<file path="config.mk">
export PLATFORM = sky130hd
export DESIGN_NAME = mem_arbiter_flat
export DESIGN_NICKNAME = d
export VERILOG_FILES = /design/src/rtl/mem_arbiter_if.sv /design/src/rtl/mem_arbiter.sv /design/src/flat_wrapper.sv
export SDC_FILE = /design/constraint.sdc
export NUM_CORES = 1
export LEC_CHECK = 0
export BUFFER_PORTS_ARGS = -buffer_cell sky130_fd_sc_hd__buf_2
export CAP_MARGIN = 20
export CORE_AREA = 2 2 118 120
export CTS_CLUSTER_DIAMETER = 60
export CTS_CLUSTER_SIZE = 12
export DETAILED_ROUTE_END_ITERATION = 12
export DIE_AREA = 0 0 120 122
export GPL_TIMING_DRIVEN = 0
export SLEW_MARGIN = 5
export SYNTH_ARGS = -nofsm -noshare
export SYNTH_HDL_FRONTEND = slang
export SYNTH_SLANG_ARGS = --single-unit
</file>
<file path="constraint.sdc">
create_clock -name CLK -period 3.3 [get_ports CLK]
set_input_delay 0.33 -clock CLK [delete_from_list [all_inputs] [get_ports CLK]]
set_output_delay 0.33 -clock CLK [all_outputs]
set_load 0.02 [all_outputs]
</file>
<file path="src/rtl/mem_arbiter_if.sv">
// mem_arbiter_if: bundles every non-clock signal of the two-requester RAM arbiter.
//   slave  modport: arbiter side. It takes requests and RAM status, and drives
//                   stalls, read data, RAM controls and debug outputs.
//   master modport: environment side, which is the caches plus the RAM.
// Signals:
//   req_ren/req_wen    per-requester read/write request, index 0 = core 0
//   req_addr/req_store per-requester address / write data, requester i at [i*W +: W]
//   req_wait           per-requester stall, low only in that requester's completion cycle
//   req_load           read data for the requester whose req_wait is low
//   memREN/memWEN/memaddr/memstore  RAM-side request
//   ramload/ramstate   RAM read data and status (FREE=0, BUSY=1, ACCESS=2, ERROR=3)
//   owner/busy         current grant index and busy flag
//   txn_cnt            completed transactions, requester i at [i*CW +: CW]
interface mem_arbiter_if #(
    parameter int AW = 32,
    parameter int DW = 32,
    parameter int CW = 16
);
    logic [1:0]        req_ren;
    logic [1:0]        req_wen;
    logic [2*AW-1:0]   req_addr;
    logic [2*DW-1:0]   req_store;
    logic [1:0]        req_wait;
    logic [DW-1:0]     req_load;
    logic              memREN;
    logic              memWEN;
    logic [AW-1:0]     memaddr;
    logic [DW-1:0]     memstore;
    logic [DW-1:0]     ramload;
    logic [1:0]        ramstate;
    logic              owner;
    logic              busy;
    logic [2*CW-1:0]   txn_cnt;

    modport slave (
        input  req_ren, req_wen, req_addr, req_store, ramload, ramstate,
        output req_wait, req_load, memREN, memWEN, memaddr, memstore, owner, busy, txn_cnt
    );

    modport master (
        output req_ren, req_wen, req_addr, req_store, ramload, ramstate,
        input  req_wait, req_load, memREN, memWEN, memaddr, memstore, owner, busy, txn_cnt
    );
endinterface

</file>
<file path="src/rtl/mem_arbiter.sv">
// mem_arbiter: round-robin arbiter that shares a single RAM port between two cores.
// It grants one complete RAM transaction at a time and holds the grant until RAM
// reports ACCESS. After each completion it rotates priority. It also keeps a
// per-requester count of completed transactions.
// Ports:
//   CLK  rising-edge clock
//   RST  asynchronous active-high reset
//   bus  mem_arbiter_if.slave, which carries the request, RAM and debug signals
module mem_arbiter #(
    parameter int AW = 32,
    parameter int DW = 32,
    parameter int CW = 16
) (
    input  logic          CLK,
    input  logic          RST,
    mem_arbiter_if.slave  bus
);
    localparam logic [1:0] RAM_ACCESS = 2'd2;

    typedef enum logic {IDLE, BUSY} state_t;

    state_t              state;
    logic                owner_q;
    logic                prio;
    logic [1:0][CW-1:0]  cnt;

    logic [1:0] active;
    logic       own_ren;
    logic       own_wen;
    logic       own_active;
    logic       done;

    // The owner's live request decides everything while BUSY. A transaction
    // completes only if the owner still requests in the cycle RAM says ACCESS.
    always_comb begin
        active     = bus.req_ren | bus.req_wen;
        own_ren    = bus.req_ren[owner_q];
        own_wen    = bus.req_wen[owner_q];
        own_active = own_ren | own_wen;
        done       = (state == BUSY) && own_active && (bus.ramstate == RAM_ACCESS);
    end

    // Grant / completion FSM. Priority only rotates on a real completion.
    // An abort (the owner drops its request) leaves prio and the counters untouched.
    always_ff @(posedge CLK or posedge RST) begin
        if (RST) begin
            state   <= IDLE;
            owner_q <= 1'b0;
            prio    <= 1'b0;
            cnt     <= '0;
        end else begin
            case (state)
                IDLE: begin
                    if (active != 2'b00) begin
                        state   <= BUSY;
                        owner_q <= (active == 2'b11) ? prio : active[1];
                    end
                end
                BUSY: begin
                    if (!own_active) begin
                        state <= IDLE;
                    end else if (done) begin
                        cnt[owner_q] <= cnt[owner_q] + CW'(1);
                        prio         <= ~owner_q;
                        state        <= IDLE;
                    end
                end
                default: state <= IDLE;
            endcase
        end
    end

    // RAM-side outputs follow the owner's live inputs. A write takes precedence
    // over a read, and everything is zero in IDLE. The owner's stall is released
    // only in the completion cycle.
    always_comb begin
        bus.memREN   = 1'b0;
        bus.memWEN   = 1'b0;
        bus.memaddr  = '0;
        bus.memstore = '0;
        bus.req_wait = 2'b11;
        bus.req_load = '0;
        if (state == BUSY) begin
            bus.memWEN   = own_wen;
            bus.memREN   = own_ren & ~own_wen;
            bus.memaddr  = owner_q ? bus.req_addr[2*AW-1:AW] : bus.req_addr[AW-1:0];
            bus.memstore = owner_q ? bus.req_store[2*DW-1:DW] : bus.req_store[DW-1:0];
        end
        if (done) begin
            bus.req_wait[owner_q] = 1'b0;
            bus.req_load          = bus.ramload;
        end
    end

    assign bus.busy    = (state == BUSY);
    assign bus.owner   = (state == BUSY) & owner_q;
    assign bus.txn_cnt = cnt;
endmodule

</file>
<file path="src/flat_wrapper.sv">
// flat-port wrapper written by rule: the top's interface ports become plain ports
module mem_arbiter_flat 
#(
    parameter int AW = 32,
    parameter int DW = 32,
    parameter int CW = 16
)
  (CLK, RST, bus_req_ren, bus_req_wen, bus_req_addr, bus_req_store, bus_ramload, bus_ramstate, bus_req_wait, bus_req_load, bus_memREN, bus_memWEN, bus_memaddr, bus_memstore, bus_owner, bus_busy, bus_txn_cnt);
  mem_arbiter_if #(.AW(AW), .DW(DW), .CW(CW)) bus_i ();
  input  logic CLK;
  input  logic RST;
  input wire logic [$bits(bus_i.req_ren)-1:0] bus_req_ren;
  input wire logic [$bits(bus_i.req_wen)-1:0] bus_req_wen;
  input wire logic [$bits(bus_i.req_addr)-1:0] bus_req_addr;
  input wire logic [$bits(bus_i.req_store)-1:0] bus_req_store;
  input wire logic [$bits(bus_i.ramload)-1:0] bus_ramload;
  input wire logic [$bits(bus_i.ramstate)-1:0] bus_ramstate;
  output wire logic [$bits(bus_i.req_wait)-1:0] bus_req_wait;
  output wire logic [$bits(bus_i.req_load)-1:0] bus_req_load;
  output wire logic [$bits(bus_i.memREN)-1:0] bus_memREN;
  output wire logic [$bits(bus_i.memWEN)-1:0] bus_memWEN;
  output wire logic [$bits(bus_i.memaddr)-1:0] bus_memaddr;
  output wire logic [$bits(bus_i.memstore)-1:0] bus_memstore;
  output wire logic [$bits(bus_i.owner)-1:0] bus_owner;
  output wire logic [$bits(bus_i.busy)-1:0] bus_busy;
  output wire logic [$bits(bus_i.txn_cnt)-1:0] bus_txn_cnt;
  assign bus_i.req_ren = bus_req_ren;
  assign bus_i.req_wen = bus_req_wen;
  assign bus_i.req_addr = bus_req_addr;
  assign bus_i.req_store = bus_req_store;
  assign bus_i.ramload = bus_ramload;
  assign bus_i.ramstate = bus_ramstate;
  assign bus_req_wait = bus_i.req_wait;
  assign bus_req_load = bus_i.req_load;
  assign bus_memREN = bus_i.memREN;
  assign bus_memWEN = bus_i.memWEN;
  assign bus_memaddr = bus_i.memaddr;
  assign bus_memstore = bus_i.memstore;
  assign bus_owner = bus_i.owner;
  assign bus_busy = bus_i.busy;
  assign bus_txn_cnt = bus_i.txn_cnt;
  mem_arbiter #(.AW(AW), .DW(DW), .CW(CW)) u_core (.CLK(CLK), .RST(RST), .bus(bus_i));
endmodule
</file>
==> qor.csv <==
metric,value,unit
Die H,122,um
unrepaired setup endpoints after global routing,false,
multi-input logic area,2060,um2
Crit Path Class,reg -> reg,
Power Dens Cells,636,nW/um2
r2r startpoint,u_core.owner_q,
# Max-Cap Violations,0,
"Max stage delay cell, worst path",nor4_2,
Worst Setup Start Kind,flip-flop,
flip-flop and latch area,876,um2
1st-iter DRT viols,199,
die area,14600,um2
Die W,120,um
max incr delay on CP,0.57,ns
mean post-synth cell area,8.98,um2
RePlAce Congestion,0.791,
Buf/Inv on CP,4,
Max Slew Vio Count,0,
post-synth top area cell,dfrtp_1,
VDD IR-drop max,0.000253,V
final hold vios,0,
count of state elements after synthesis,35,
Syn. warnings,0,
main combinational cell family by area after synthesis,simple AND/OR/NAND/NOR gates,
vias,3575,
vias per cell,4.32,
Period minus WS final,2.81,ns
total grt overflow,0,
Worst-path clk slew,0.06,ns
Pre-antenna DRT Iters,6,
worst reg-to-reg setup slack,0.49,ns
WP data arrival,2.98,ns
WL/cell,14.3,um
asr flop ratio synth,100,%
Fmax,0.356,GHz
TritonCTS Sinks,35,
Synth Area in Compound Gates,2.67,%
DRC,0,
largest net degree at the start of global routing,36,
Cells after Synth,339,
run status,finished clean,
relative slew slack,26.4,%
initial antenna violation count,0,
mapped cell area,3040,um2
Top delay family on crit path,buffers and inverters,
reg2reg path depth,9,
post-synth cell types,30,
setup violators final,0,
post-synth top area share,28.8,%
CP max FO,10,
register area share after synthesis,28.8,%
TritonCTS clock tree,done,
Worst-Skew Late Latency,0.28,ns
Initial Util,22.5,%
critical-path cell list,buf_4 > clkbuf_2 > clkbuf_2 > mux2_2 > ha_1 > inv_1 > nor4_2 > nand4_1 > xnor2_1,
CP dominant cell by count,clkbuf_2,
Synth Area in XOR/XNOR,8.63,%
NumNets Final,816,
Leak,2.77,nW
Setup TNS Final,0,ns
worst clock skew,0.00435,ns
synthesis-to-layout area growth,63.5,%
critical path required time,3.46,ns
Clock Tree Root,clkbuf_16,
Post-Synthesis Net Count,508,
Detail Placement HPWL,9970,um
Reg2Reg Capture Point,u_core.bus.txn_cnt[14],
adder-cell share of the synthesized area,0.411,%
Final period util,85.2,%
total track usage,14.5,%
CTS H-tree lvls,2,
Post-Route WL,11800,um
first-pass GRT wire length,16800,um
"Top FF cell, synth",dfrtp_1,
Final Hold Slack,0.177,ns
post-synthesis mux area share,23.6,%
Synth Area in Simple Gates,32.1,%
PortBufs,301,
# fillers,1413,
I/O pin count,302,
fraction of layout cells with a size suffix above 1,50.5,%
Antenna Diode Count,0,
Core Box Area,13500,um2
Slew @ Worst Pin,1.10,ns
Routed Antenna Nets,0,
Tightest Hold Check Type,in -> async,
TritonCTS Buffers,5,
number of global-route vias before repair,3143,
Max Root-Sink Buffers,2,
Area contributors post-synth,"dfrtp_1 29%, mux2i_1 22%, nor2b_1 14%",
crit end category,flip-flop,
row count,43,
"EDFF count, synth",0,
flip-flops by register name, summed over array words and instances (netlist names):
register	cells
u_core.bus.busy	1
u_core.prio	1
u_core.owner_q	1
u_core.bus.txn_cnt	32
power breakdown:
part	internal, W	total (W)	switching (W)
clock network	0.000432	0.000616	0.000184
logic	0.000805	0.00198	0.00117
registers	0.000488	0.000571	0.0000832
total	0.00173	0.00316	0.00144
metal layers:
metal	routed length, um	up-vias	GRT usage [%]	share of wire (%)
met5	0	-	0	0
met4	41	0	1.54	0.35
met3	1060	5	3.51	9.0
met2	5680	183	24.1	48
li1	-	1773	-	-
met1	5050	1614	19.8	43
stage by stage:
step                cells  util [%]  area (um2)  setup WS (ns)  power, W
floorplan             339         -        3040          0.862   0.00191
global placement      820      35.4        4780        -0.0625   0.00257
detailed placement    820      35.4        4780        -0.0994   0.00257
CTS                   828      36.8        4970          0.171   0.00320
global route          828      36.8        4980          0.218   0.00337
finish                828      36.8        4980          0.489   0.00316
worst max path at each step:
stage / start / end / slack (ns) / depth (start not counted)
CTS: u_core.owner_q / u_core.bus.txn_cnt[14] / 0.17 / 9
detailed placement: u_core.owner_q / u_core.bus.txn_cnt[30] / -0.1 / 9
global route: u_core.owner_q / u_core.bus.txn_cnt[14] / 0.22 / 9
global placement: u_core.owner_q / u_core.bus.txn_cnt[30] / -0.06 / 9
finish: u_core.owner_q / u_core.bus.txn_cnt[14] / 0.49 / 9
floorplan: u_core.owner_q / u_core.bus.txn_cnt[30] / 0.86 / 9
cells by family after synthesis:
logic type | after synthesis
muxes | 71
and+or+nand+nor | 162
DFF | 35
buffers and inverters | 28
AOI/OAI and AO/OA | 12
xor gates and xnor gates | 30
adders and majority gates | 1
area by class of cell:
cell class                 instances  share of cell area (%)
buffer                            21                    1.86
clock buffer                       5                    2.51
clock inverter                     3                    1.36
inverter                           7                   0.528
multi-input combinational        276                    41.3
sequential                        35                    17.6
tap                              180                    4.53
timing repair buffer             301                    30.3
placed cells by master (no fill, tap or decap), types with 3 or more instances in the layout:
| cell type | synthesis | routed |
|---|---|---|
| nor2_1 | 7 | 7 |
| and3_1 | 3 | 3 |
| clkbuf_16 | 0 | 5 |
| mux2i_1 | 66 | 66 |
| xor2_1 | 8 | 8 |
| nor3_1 | 5 | 4 |
| nand4b_1 | 3 | 3 |
| nor2b_1 | 66 | 66 |
| buf_2 | 6 | 307 |
| nand3b_1 | 6 | 6 |
| xnor2_1 | 22 | 22 |
| dfrtp_1 | 35 | 35 |
| inv_1 | 7 | 6 |
| nand3_1 | 11 | 11 |
| nand2_1 | 10 | 10 |
| clkbuf_1 | 14 | 12 |
| nand4_1 | 11 | 11 |
| and2_1 | 37 | 37 |
| o21ai_0 | 5 | 5 |
| mux2_2 | 5 | 5 |
timing repair:
item,CTS,global route
setup buffers,0,0
gates resized for setup,2,2
endpoints found under the setup margin,9,1
hold endpoints to repair,0,0
hold buffers,0,0
cells in the mapped netlist, types with 2 or more instances:
| library cell | number |
|---|---|
| a222oi_1 | 2 |
| and2_1 | 37 |
| and3_1 | 3 |
| buf_2 | 6 |
| clkbuf_1 | 14 |
| dfrtp_1 | 35 |
| inv_1 | 7 |
| mux2_2 | 5 |
| mux2i_1 | 66 |
| nand2_1 | 10 |
| nand3_1 | 11 |
| nand3b_1 | 6 |
| nand4_1 | 11 |
| nand4b_1 | 3 |
| nor2_1 | 7 |
| nor2b_1 | 66 |
| nor3_1 | 5 |
| o21ai_0 | 5 |
| xnor2_1 | 22 |
| xor2_1 | 8 |
worst register-to-register path, delay by kind of cell (launching register included):
kind / cells / cell delay, ns
simple gates: 2 / 0.77
xor+xnor: 1 / 0.19
buf+inv: 4 / 0.92
mux: 1 / 0.22
flops: 1 / 0.42
fa+ha+maj: 1 / 0.19
Note: power is estimated with default switching activity, not from simulation.
